<file path="src/rtl/pci_uart_target_ctrl.sv">
// PCI target controller for the PCI-UART adapter: claims I/O writes to the data port
// and config writes to the frame-format register, feeding bytes into the UART TX FIFO.
module pci_uart_target_ctrl #(
    parameter logic [31:0] IO_BASE       = 32'h0000_0300,
    parameter int          WAIT_LIMIT    = 16,
    parameter logic [3:0]  STOP_DEFAULT  = 4'd1,
    parameter logic [3:0]  START_DEFAULT = 4'd1
) (
    input  logic        PCI_CLK,
    input  logic        RESET,
    input  logic        FRAME,
    input  logic        IRDY,
    input  logic        IDSEL,
    input  logic [3:0]  CBE,
    input  logic [31:0] AD,
    output logic        DEVSEL,
    output logic        TRDY,
    output logic        STOP,
    input  logic        TXF_FULL,
    output logic        TXF_WR,
    output logic [7:0]  TXF_DATA,
    output logic [3:0]  STOP_BITS,
    output logic [3:0]  START_BITS,
    output logic        BUSY
);

    typedef enum logic [2:0] {
        S_IDLE, S_IGNORE, S_CLAIM, S_DATA, S_DISC, S_RETRY, S_TURN
    } state_t;

    localparam logic [7:0] WAIT_MAX = 8'(WAIT_LIMIT);

    state_t     state, state_nxt;
    logic       frame_q;
    logic       is_cfg, cfg_nxt;
    logic [7:0] wait_cnt, cnt_nxt;
    logic       trdy_nxt, wr_nxt;
    logic [7:0] data_nxt;
    logic [3:0] stop_bits_nxt, start_bits_nxt;

    logic addr_phase, io_hit, cfg_hit, xfer;

    always_comb begin
        addr_phase = !FRAME && frame_q;
        io_hit     = (CBE == 4'b0011) && (AD[31:2] == IO_BASE[31:2]);
        cfg_hit    = (CBE == 4'b1011) && IDSEL;
        xfer       = (state == S_DATA) && !IRDY && !TRDY;
    end

    always_comb begin
        state_nxt      = state;
        cfg_nxt        = is_cfg;
        cnt_nxt        = wait_cnt;
        trdy_nxt       = 1'b1;
        wr_nxt         = 1'b0;
        data_nxt       = TXF_DATA;
        stop_bits_nxt  = STOP_BITS;
        start_bits_nxt = START_BITS;
        case (state)
            S_IDLE: begin
                if (addr_phase) begin
                    if (io_hit || cfg_hit) begin
                        state_nxt = S_CLAIM;
                        cfg_nxt   = cfg_hit;
                        cnt_nxt   = 8'd0;
                    end else begin
                        state_nxt = S_IGNORE;
                    end
                end
            end
            S_IGNORE: if (FRAME && IRDY) state_nxt = S_IDLE;
            S_CLAIM:  state_nxt = S_DATA;
            S_DATA: begin
                if (xfer) begin
                    if (!CBE[0]) begin
                        if (is_cfg) begin
                            stop_bits_nxt  = AD[3:0];
                            start_bits_nxt = AD[7:4];
                        end else begin
                            wr_nxt   = 1'b1;
                            data_nxt = AD[7:0];
                        end
                    end
                    // Only single-phase transfers are accepted; a burst is disconnected.
                    state_nxt = FRAME ? S_TURN : S_DISC;
                end else if (FRAME && IRDY) begin
                    state_nxt = S_TURN;
                end else if (is_cfg || !TXF_FULL) begin
                    trdy_nxt = 1'b0;
                end else begin
                    cnt_nxt = wait_cnt + 8'd1;
                    if (cnt_nxt == WAIT_MAX) state_nxt = S_RETRY;
                end
            end
            S_DISC, S_RETRY: if (FRAME) state_nxt = S_TURN;
            S_TURN: begin
                state_nxt = S_IDLE;
                cnt_nxt   = 8'd0;
            end
            default: state_nxt = S_IDLE;
        endcase
    end

    always_ff @(posedge PCI_CLK or negedge RESET) begin
        if (!RESET) begin
            state      <= S_IDLE;
            frame_q    <= 1'b1;
            is_cfg     <= 1'b0;
            wait_cnt   <= 8'd0;
            DEVSEL     <= 1'b1;
            TRDY       <= 1'b1;
            STOP       <= 1'b1;
            TXF_WR     <= 1'b0;
            TXF_DATA   <= 8'd0;
            STOP_BITS  <= STOP_DEFAULT;
            START_BITS <= START_DEFAULT;
            BUSY       <= 1'b0;
        end else begin
            state      <= state_nxt;
            frame_q    <= FRAME;
            is_cfg     <= cfg_nxt;
            wait_cnt   <= cnt_nxt;
            DEVSEL     <= !(state_nxt inside {S_DATA, S_DISC, S_RETRY});
            TRDY       <= (state_nxt == S_DATA) ? trdy_nxt : 1'b1;
            STOP       <= !(state_nxt inside {S_DISC, S_RETRY});
            TXF_WR     <= wr_nxt;
            TXF_DATA   <= data_nxt;
            STOP_BITS  <= stop_bits_nxt;
            START_BITS <= start_bits_nxt;
            BUSY       <= (state_nxt != S_IDLE);
        end
    end

endmodule

</file>
<file path="config.mk">
export PLATFORM = sky130hd
export DESIGN_NAME = pci_uart_target_ctrl
export DESIGN_NICKNAME = d
export VERILOG_FILES = /design/src/rtl/pci_uart_target_ctrl.sv
export SDC_FILE = /design/constraint.sdc
export NUM_CORES = 1
export LEC_CHECK = 0
export BUFFER_PORTS_ARGS = -buffer_cell sky130_fd_sc_hd__buf_2
export CAP_MARGIN = 10
export CORE_ASPECT_RATIO = 1.5
export CORE_MARGIN = 5
export CORE_UTILIZATION = 34
export DETAILED_ROUTE_END_ITERATION = 10
export SLEW_MARGIN = 20
export SYNTH_ARGS = -nofsm -noshare
export SYNTH_HDL_FRONTEND = slang
export SYNTH_SLANG_ARGS = --single-unit
</file>
<file path="constraint.sdc">
create_clock -name PCI_CLK -period 2.45 [get_ports PCI_CLK]
set_input_delay 0.1225 -clock PCI_CLK [delete_from_list [all_inputs] [get_ports PCI_CLK]]
set_output_delay 0.1225 -clock PCI_CLK [all_outputs]
set_load 0.01 [all_outputs]
</file>
==> impl_results.md, run 1 <==
- Outcome: completed
- Wirelength, routed: 4380 microns
- Final setup vio count: 0
- HP Start: AD[1]
- Fmax: 510 MHz
- Crit path DAT: 2.13 ns
- Yosys top cell area share: 0.397
- Synth cell types: 46
- Reg-to-Reg Start: state[1]$_DFF_PN0_
- Layout cell share with drive strength beyond 1: 0.396
- Antenna Cells: 0
- Final clock skew: 0.00389 ns
- GR Overflow Total: 0
- Met1 Use GR: 0.144
- CTS Buf Count: 5
- CTS tree: yes
- RSZ-0062 raised after global routing: no
- Met3 Usage GRT: 0.0391
- Synthesized area per cell: 10.5 sq um
- Synth warn: 0
- Largest fanout on the critical path: 7
- Area Growth Syn to Fin: 31.0%
- TritonRoute pass-1 iters: 4
- CTS root buffer: clkbuf_8
- Sequential area share after synthesis: 0.486
- Mapped Cells: 169
- Peak supply drop: 0.459 mV
- Post-CTS Resized: 0
- Rel. slew slack: 0.490
- Vias in the first global route: 1548
- Initial core utilization: 0.347
- Worst Tran Pin Value: 0.765 ns
- Setup TNS: 0 ns
- Vias per Instance: 5.11
- Async set or reset register ratio after synthesis: 1.00
- Synthesized area: 1770 sq um
- MaxCap Viol Count: 0
- WHS Endpoint: TXF_DATA[1]$_DFFE_PN0P_
- Die width: 68.9 microns
- Clk_lat worst skew: 0.28 ns
- GRT busiest layer: met2
- Final-stage net count: 282
- Synth Net Count: 212
- EDFF count, synth: 0
- Most common cell in the netlist: dfrtp_1
- Post-synth top area cell: dfrtp_1
- Clock slew at reported path FFs: 0.07 ns
- Cell Chain, Critical Path: dlygate4sd3_1 > buf_2 > or3b_1 > and4bb_1 > a211o_1 > nor3_4 > inv_2 > or3_1
- Starting DRT DRC Count: 48
- Layout filler cell count: 522
- Critical Path Start Type: primary input
- Critical path's slowest cell: dlygate4sd3_1
- P_sw: 669 uW
- Reg-to-reg endpoint: BUSY$_DFF_PN0_
- First-pass GRT wire length: 6920 microns
- Post-synth top flop: dfrtp_1
- CP top delay family: simple AND/OR/NAND/NOR gates
- Largest net degree at the start of global routing: 35
- Switching Fraction: 0.323
- Die Ht: 98.3 microns
- Combined area of the multi-input logic cells: 870 sq um
- DR WL/cell: 14.2 microns
- All-Layer GR Usage: 0.134
- DP Wirelength: 3440 microns
- Min-Delay Path Class: in -> reg
- Routability congestion estimate: 0.834
- Crit Path Class: in -> reg
- Row count: 32
- CP peak stage delay: 0.52 ns
- CTS max path bufs: 2
- Die area: 6770 sq um
- Routed vias: 1573
- Port Buffers: 62
- H-tree depth: 2
- Hold Worst Slack: 0.0726 ns
- Register area: 858 sq um
- Ranking of synthesized cells by area: dfrtp_1 (40%), dfstp_2 (8.9%), mux2_1 (5.1%)
- GR Util met2: 0.239
- Worst Path Buf+Inv: 3
- Most frequent cells after synthesis: dfrtp_1 (28), nor2_1 (21), nand2_1 (11)
- PwrDens: 895 nW/um^2
- Ports: 63
- Clock power frac: 0.296
- Final max-slew violation count: 0
- DRC: 0
- Final Cycle Share: 0.801
- Yosys reg bits: 34
- Leakage power: 0.00111 uW
- Internal power: 1400 uW
- Count of final hold-check violations: 0
- Worst endpoint required time: 2.61 ns
- Initial antenna violation count: 0
- Core area: 5080 sq um
- Clock sink count: 34
- Hold depth: 2
- Worst r2r path cells: 6
- R2r setup slk: 0.51 ns
- Final ANT Viol Nets: 0
- Part of the power in combinational logic: 0.319
- Reg power frac: 0.385
- Final Critical Period: 1.96 ns
- Setup crit end kind: flip-flop
[state kept, by name (all words and copies together) (netlist names), 3 cells and up]
register and count:
TXF_DATA 8, wait_cnt 8, START_BITS 4, STOP_BITS 4, state 3
[worst max path at each step]
stage | from | endpoint | slack [ns] | cells past startpoint
floorplan | TRDY$_DFF_PN1_ | BUSY$_DFF_PN0_ | 0.66 | 6
global placement | CBE[3] | BUSY$_DFF_PN0_ | 0.50 | 7
detailed placement | CBE[3] | BUSY$_DFF_PN0_ | 0.47 | 7
CTS | FRAME | BUSY$_DFF_PN0_ | 0.47 | 8
global route | state[1]$_DFF_PN0_ | TXF_DATA[5]$_DFFE_PN0P_ | 0.42 | 5
finish | FRAME | BUSY$_DFF_PN0_ | 0.49 | 8
[repair_timing]
| item | 4_1_cts | 5_1_grt |
|---|---|---|
| hold buffers | 2 | 0 |
| hold endpoints to repair | 29 | 0 |
| setup buffers | 0 | 0 |
[stage by stage]
stage / std cells / cell area (sq um) / worst slack (ns) / util / power (uW)
floorplan: 169 / 1770 / 0.664 / - / 1230
global placement: 298 / 2160 / 0.497 / 0.424 / 1460
detailed placement: 298 / 2160 / 0.472 / 0.424 / 1480
CTS: 308 / 2310 / 0.465 / 0.455 / 2100
global route: 308 / 2310 / 0.419 / 0.455 / 2190
finish: 308 / 2310 / 0.488 / 0.455 / 2070
[power groups by stage]
stage	registers, uW	clock network (uW)	logic (uW)
6_report	799	613	660
5_1_grt	815	650	725
4_1_cts	798	629	670
3_5_place_dp	810	0	665
3_3_place_gp	806	0	657
2_1_floorplan	831	0	398
[kinds of logic after synthesis]
family | Yosys count | synth area share
and+or+nand+nor | 82 | 0.270
muxes | 19 | 0.119
AOI/OAI and AO/OA | 24 | 0.0963
adders and majority gates | 1 | 0.00708
buffers and inverters | 9 | 0.0220
DFF | 34 | 0.486
[worst reg2reg max path, stage by stage (launching register included)]
cell	delay [ns]
dfrtp_1	0.48
or3b_1	0.17
and4bb_1	0.22
a211o_1	0.31
nor3_4	0.24
inv_2	0.07
or3_1	0.34
[placed cells by master (no fill, tap or decap), drive strengths merged]
cell type,n
nand2,11
or3,2
a41o,1
dfrtp,28
nor2b,3
nand4b,1
nor4b,3
and3,1
a211oi,1
a21oi,3
or3b,1
a21boi,2
buf,63
nor2,21
ha,1
dfstp,6
nand4,3
and2,1
mux2,16
nand2b,5
or2,4
a31oi,7
clkinv,1
nor4,10
clkbuf,5
and3b,1
mux2i,3
o211a,1
a22o,1
a21o,1
and4bb,1
a211o,1
o21ai,5
inv,7
bufinv,2
nor3,5
o21bai,1
dlygate4sd3,2
nand3,9
[metal layers]
layer | vias up | part of all wire
li1 | 763 | -
met1 | 753 | 0.38
met2 | 49 | 0.52
met3 | 8 | 0.073
met4 | 0 | 0.019
met5 | - | 0
[cell type report]
class	count	share of cell area
multi-input combinational	126	0.376
sequential	34	0.371
timing repair buffer	65	0.146
tap	68	0.0368
clock buffer	5	0.0297
clock inverter	3	0.0297
inverter	7	0.0114
No activity file was read; power rests on OpenSTA's default activity.
==> run 2, diff against run 1 <==
--- a/config.mk
+++ b/config.mk
@@ -5,6 +5,7 @@
 export SDC_FILE = /design/constraint.sdc
 export NUM_CORES = 1
 export LEC_CHECK = 0
+export ABC_AREA = 1
 export BUFFER_PORTS_ARGS = -buffer_cell sky130_fd_sc_hd__buf_2
 export CAP_MARGIN = 10
 export CORE_ASPECT_RATIO = 1.5
==> constraint.sdc (replaced) <==
create_clock -name PCI_CLK -period 1.8 [get_ports PCI_CLK]
set_input_delay 0.09 -clock PCI_CLK [delete_from_list [all_inputs] [get_ports PCI_CLK]]
set_output_delay 0.09 -clock PCI_CLK [all_outputs]
set_load 0.01 [all_outputs]
==> impl_results.md, run 2 <==
- Synth cell types: 27 (-41%)
- Starting DRT DRC Count: 68 (+42%)
- Fmax: 616 MHz
- PnR Total Power: 2150 uW (+3.8%)
- Mapped Cells: 239 (+41%)
- Die width: 69.6 microns (+1.1%)
- Post-synthesis mux area share: 0 (-0.119)
- Row count: 32 (unchanged)
- Setup crit end kind: flip-flop
- Fin util: 0.464 (+0.00893)
- DP Wirelength: 3450 microns (+0.22%)
- MaxCap Viol Count: 0 (unchanged)
- Setup TNS: 0 ns (unchanged)
- Outcome: completed
- XOR/XNOR share of the synthesized area: 0.00967 (+0.00967)
- Worst Path Buf+Inv: 3 (unchanged)
- Wirelength, routed: 4300 microns (-1.7%)
- GR Overflow Total: 0 (unchanged)
- PwrDens: 897 nW/um^2 (+0.20%)
- Sequential area share after synthesis: 0.474 (-0.0121)
- All-Layer GR Usage: 0.132 (-0.00130)
- Largest fanout on the critical path: 6 (-1)
- Commonest non-fill, non-tap cell in the layout: nand2_1
- CTS Buf Count: 5 (unchanged)
- Post-synth top area cell: dfrtp_1
- Layout filler cell count: 556 (+6.5%)
- Ranking of synthesized cells by area: dfrtp_1 (39%), nand2_1 (15%), dfstp_2 (8.7%)
- Routability congestion estimate: 0.781 (-6.3%)
- Core area: 5160 sq um (+1.6%)
- Complex-gate fraction of the synthesized area: 0.104 (+0.00796)
- Synthesized area per cell: 7.58 sq um (-27%)
- Ports: 63 (unchanged)
- Die Ht: 99.4 microns (+1.1%)
- Combined area of the multi-input logic cells: 798 sq um (-8.2%)
- Placement Cell Area: 2210 sq um (+2.7%)
- Largest family of logic cells by synthesized area: simple AND/OR/NAND/NOR gates
- Most frequent cells after synthesis: nand2_1 (74), inv_1 (41), dfrtp_1 (28)
- Synthesized area: 1810 sq um (+2.5%)
- EDFF count, synth: 0 (unchanged)
- Final ANT Viol Nets: 0 (unchanged)
- Clock sink count: 34 (unchanged)
- Layout cell share with drive strength beyond 1: 0.334 (-0.0614)
- Rel. slew slack: 0.502 (+0.0122)
- DRC: 0 (unchanged)
- Port Buffers: 62 (unchanged)
- Top Registers: TXF_DATA: 8 flops, wait_cnt: 8 flops
- CP top delay family: simple AND/OR/NAND/NOR gates
- Yosys top cell area share: 0.387 (-0.00986)
- Crit Path Class: reg -> reg
- Clock slew at reported path FFs: 0.07 ns (about the same)
- Final Critical Period: 1.62 ns
- Area Growth Syn to Fin: 32.3%
- Clk_lat worst skew: 0.28 ns (about the same)
- CP peak stage delay: 0.38 ns (-0.14 ns)
- Synth Net Count: 282 (+33%)
- Synth Area in Simple Gates: 0.304 (+0.0340)
- Synth warn: 0 (unchanged)
- Final max-slew violation count: 0 (unchanged)
- CTS max path bufs: 2 (unchanged)
- Async set or reset register ratio after synthesis: 1.00 (unchanged)
- Most common cell in the netlist: nand2_1
- Post-synth top flop: dfrtp_1
- First-pass GRT wire length: 7430 microns (+7.4%)
- Die area: 6920 sq um (+2.2%)
- Antenna Cells: 0 (unchanged)
- Post-Synth Adder-Cell Area: 0.00691 (-0.000176)
- H-tree depth: 2 (unchanged)
- TritonRoute pass-1 iters: 4 (unchanged)
- Initial antenna violation count: 0 (unchanged)
- Crit path DAT: 1.79 ns (-0.34 ns)
- Worst endpoint required time: 1.96 ns (-0.65 ns)
- Post-Layout Cell Count: 385 (+25%)
- CTS root buffer: clkbuf_8
- Min-Delay Path Class: in -> reg
- Vias per Instance: 4.39 (-14%)
- Count of final hold-check violations: 0 (unchanged)
- Leakage power: 0.00130 uW (+17%)
- Critical path's slowest cell: dfrtp_1
- DR WL/cell: 11.2 microns (-21%)
- Final-stage net count: 360 (+28%)
- Final clock skew: 0.00399 ns (+0.000105 ns)
- Final setup vio count: 0 (unchanged)
- DP Cell Count: 370 (+24%)
- Routed vias: 1692 (+7.6%)
- Yosys reg bits: 34 (unchanged)
- Largest net degree at the start of global routing: 35 (unchanged)
- Cell Chain, Critical Path: inv_1 > nand3_4 > nor3_4 > inv_2 > nand2_1 > inv_1 > a21oi_1 > nand2_1 > nor2_1 > nand3_1
- Peak supply drop: 0.573 mV (+25%)
- Worst Tran Pin Value: 0.747 ns (-0.0182 ns)
- Register area: 858 sq um (unchanged)
- CTS tree: yes
- Commonest non-fill, non-tap cells in the layout: nand2_1 (72), buf_2 (62), inv_1 (41)
- Final Cycle Share: 0.902
- Initial core utilization: 0.351 (+0.00333)
- Final Cell Area: 2400 sq um (+3.6%)
- Vias in the first global route: 1734 (+12%)
- Critical Path Start Type: flip-flop
[run 2: cell types whose count changed after synthesis, moves of 6 or more]
cell,previous run,this run
mux2_2,8,0
o21ai_2,0,8
o21ai_0,3,18
nand2_1,11,74
inv_1,6,41
nand3_1,9,15
nor4_1,8,0
a31oi_1,7,0
mux2_1,8,0
[run 2: what timing repair did]
item                                    in CTS  in global routing
hold buffers                                 2                  0
endpoints found under the hold margin       29                  0
endpoints found under the setup margin       0                 13
resized for setup                            0                  7
setup buffers                                0                  6
[run 2: path summary, 6_finish.rpt]
check / to / slack, ns / start / depth (start not counted)
worst min-delay path: TXF_WR$_DFF_PN0_ / 0.04 / CBE[0] / 2
max in group asynchronous: wait_cnt[6]$_DFFE_PN0P_ / 0.90 / RESET / 2
worst max register to register: BUSY$_DFF_PN0_ / 0.18 / state[2]$_DFF_PN0_ / 10
worst min register to register: TXF_DATA[1]$_DFFE_PN0P_ / 0.48 / TXF_DATA[1]$_DFFE_PN0P_ / 2
worst max-delay path: BUSY$_DFF_PN0_ / 0.18 / state[2]$_DFF_PN0_ / 10
min in group asynchronous: wait_cnt[2]$_DFFE_PN0P_ / 0.42 / RESET / 2
[run 2: logic make-up after synthesis]
group,Yosys count
buffers and inverters,47
DFF,34
and+or+nand+nor,124
adders and majority gates,1
AOI/OAI and AO/OA,31
xor gates and xnor gates,2
[run 2: layout make-up]
type                            instances  share of cell area
Clock buffer                            7              0.0360
Tap cell                               68              0.0355
Timing Repair Buffer                   73               0.166
Inverter                               45              0.0715
Multi-Input combinational cell        158               0.333
Sequential cell                        34               0.358
[run 2: per-stage QoR]
step	hold WS, ns	setup slack [ns]
after floorplan	-0.206	0.295
after global placement	0.206	0.0899
after detailed placement	0.212	0.0871
after CTS	0.0126	0.0682
after global routing	0.0358	-0.00350
final	0.0389	0.176
[run 2: report_power, final]
group | total (uW) | internal (uW) | switching [uW]
sequential | 913 | 853 | 60.0
combinational | 675 | 288 | 388
clock | 562 | 303 | 259
[run 2: layer usage]
| layer | track usage | vias to the layer above | wire, microns |
|---|---|---|---|
| li1 | - | 893 | - |
| met1 | 0.138 | 760 | 1680 |
| met2 | 0.255 | 32 | 2370 |
| met3 | 0.0354 | 7 | 192 |
| met4 | 0.0406 | 0 | 57 |
| met5 | 0 | - | 0 |
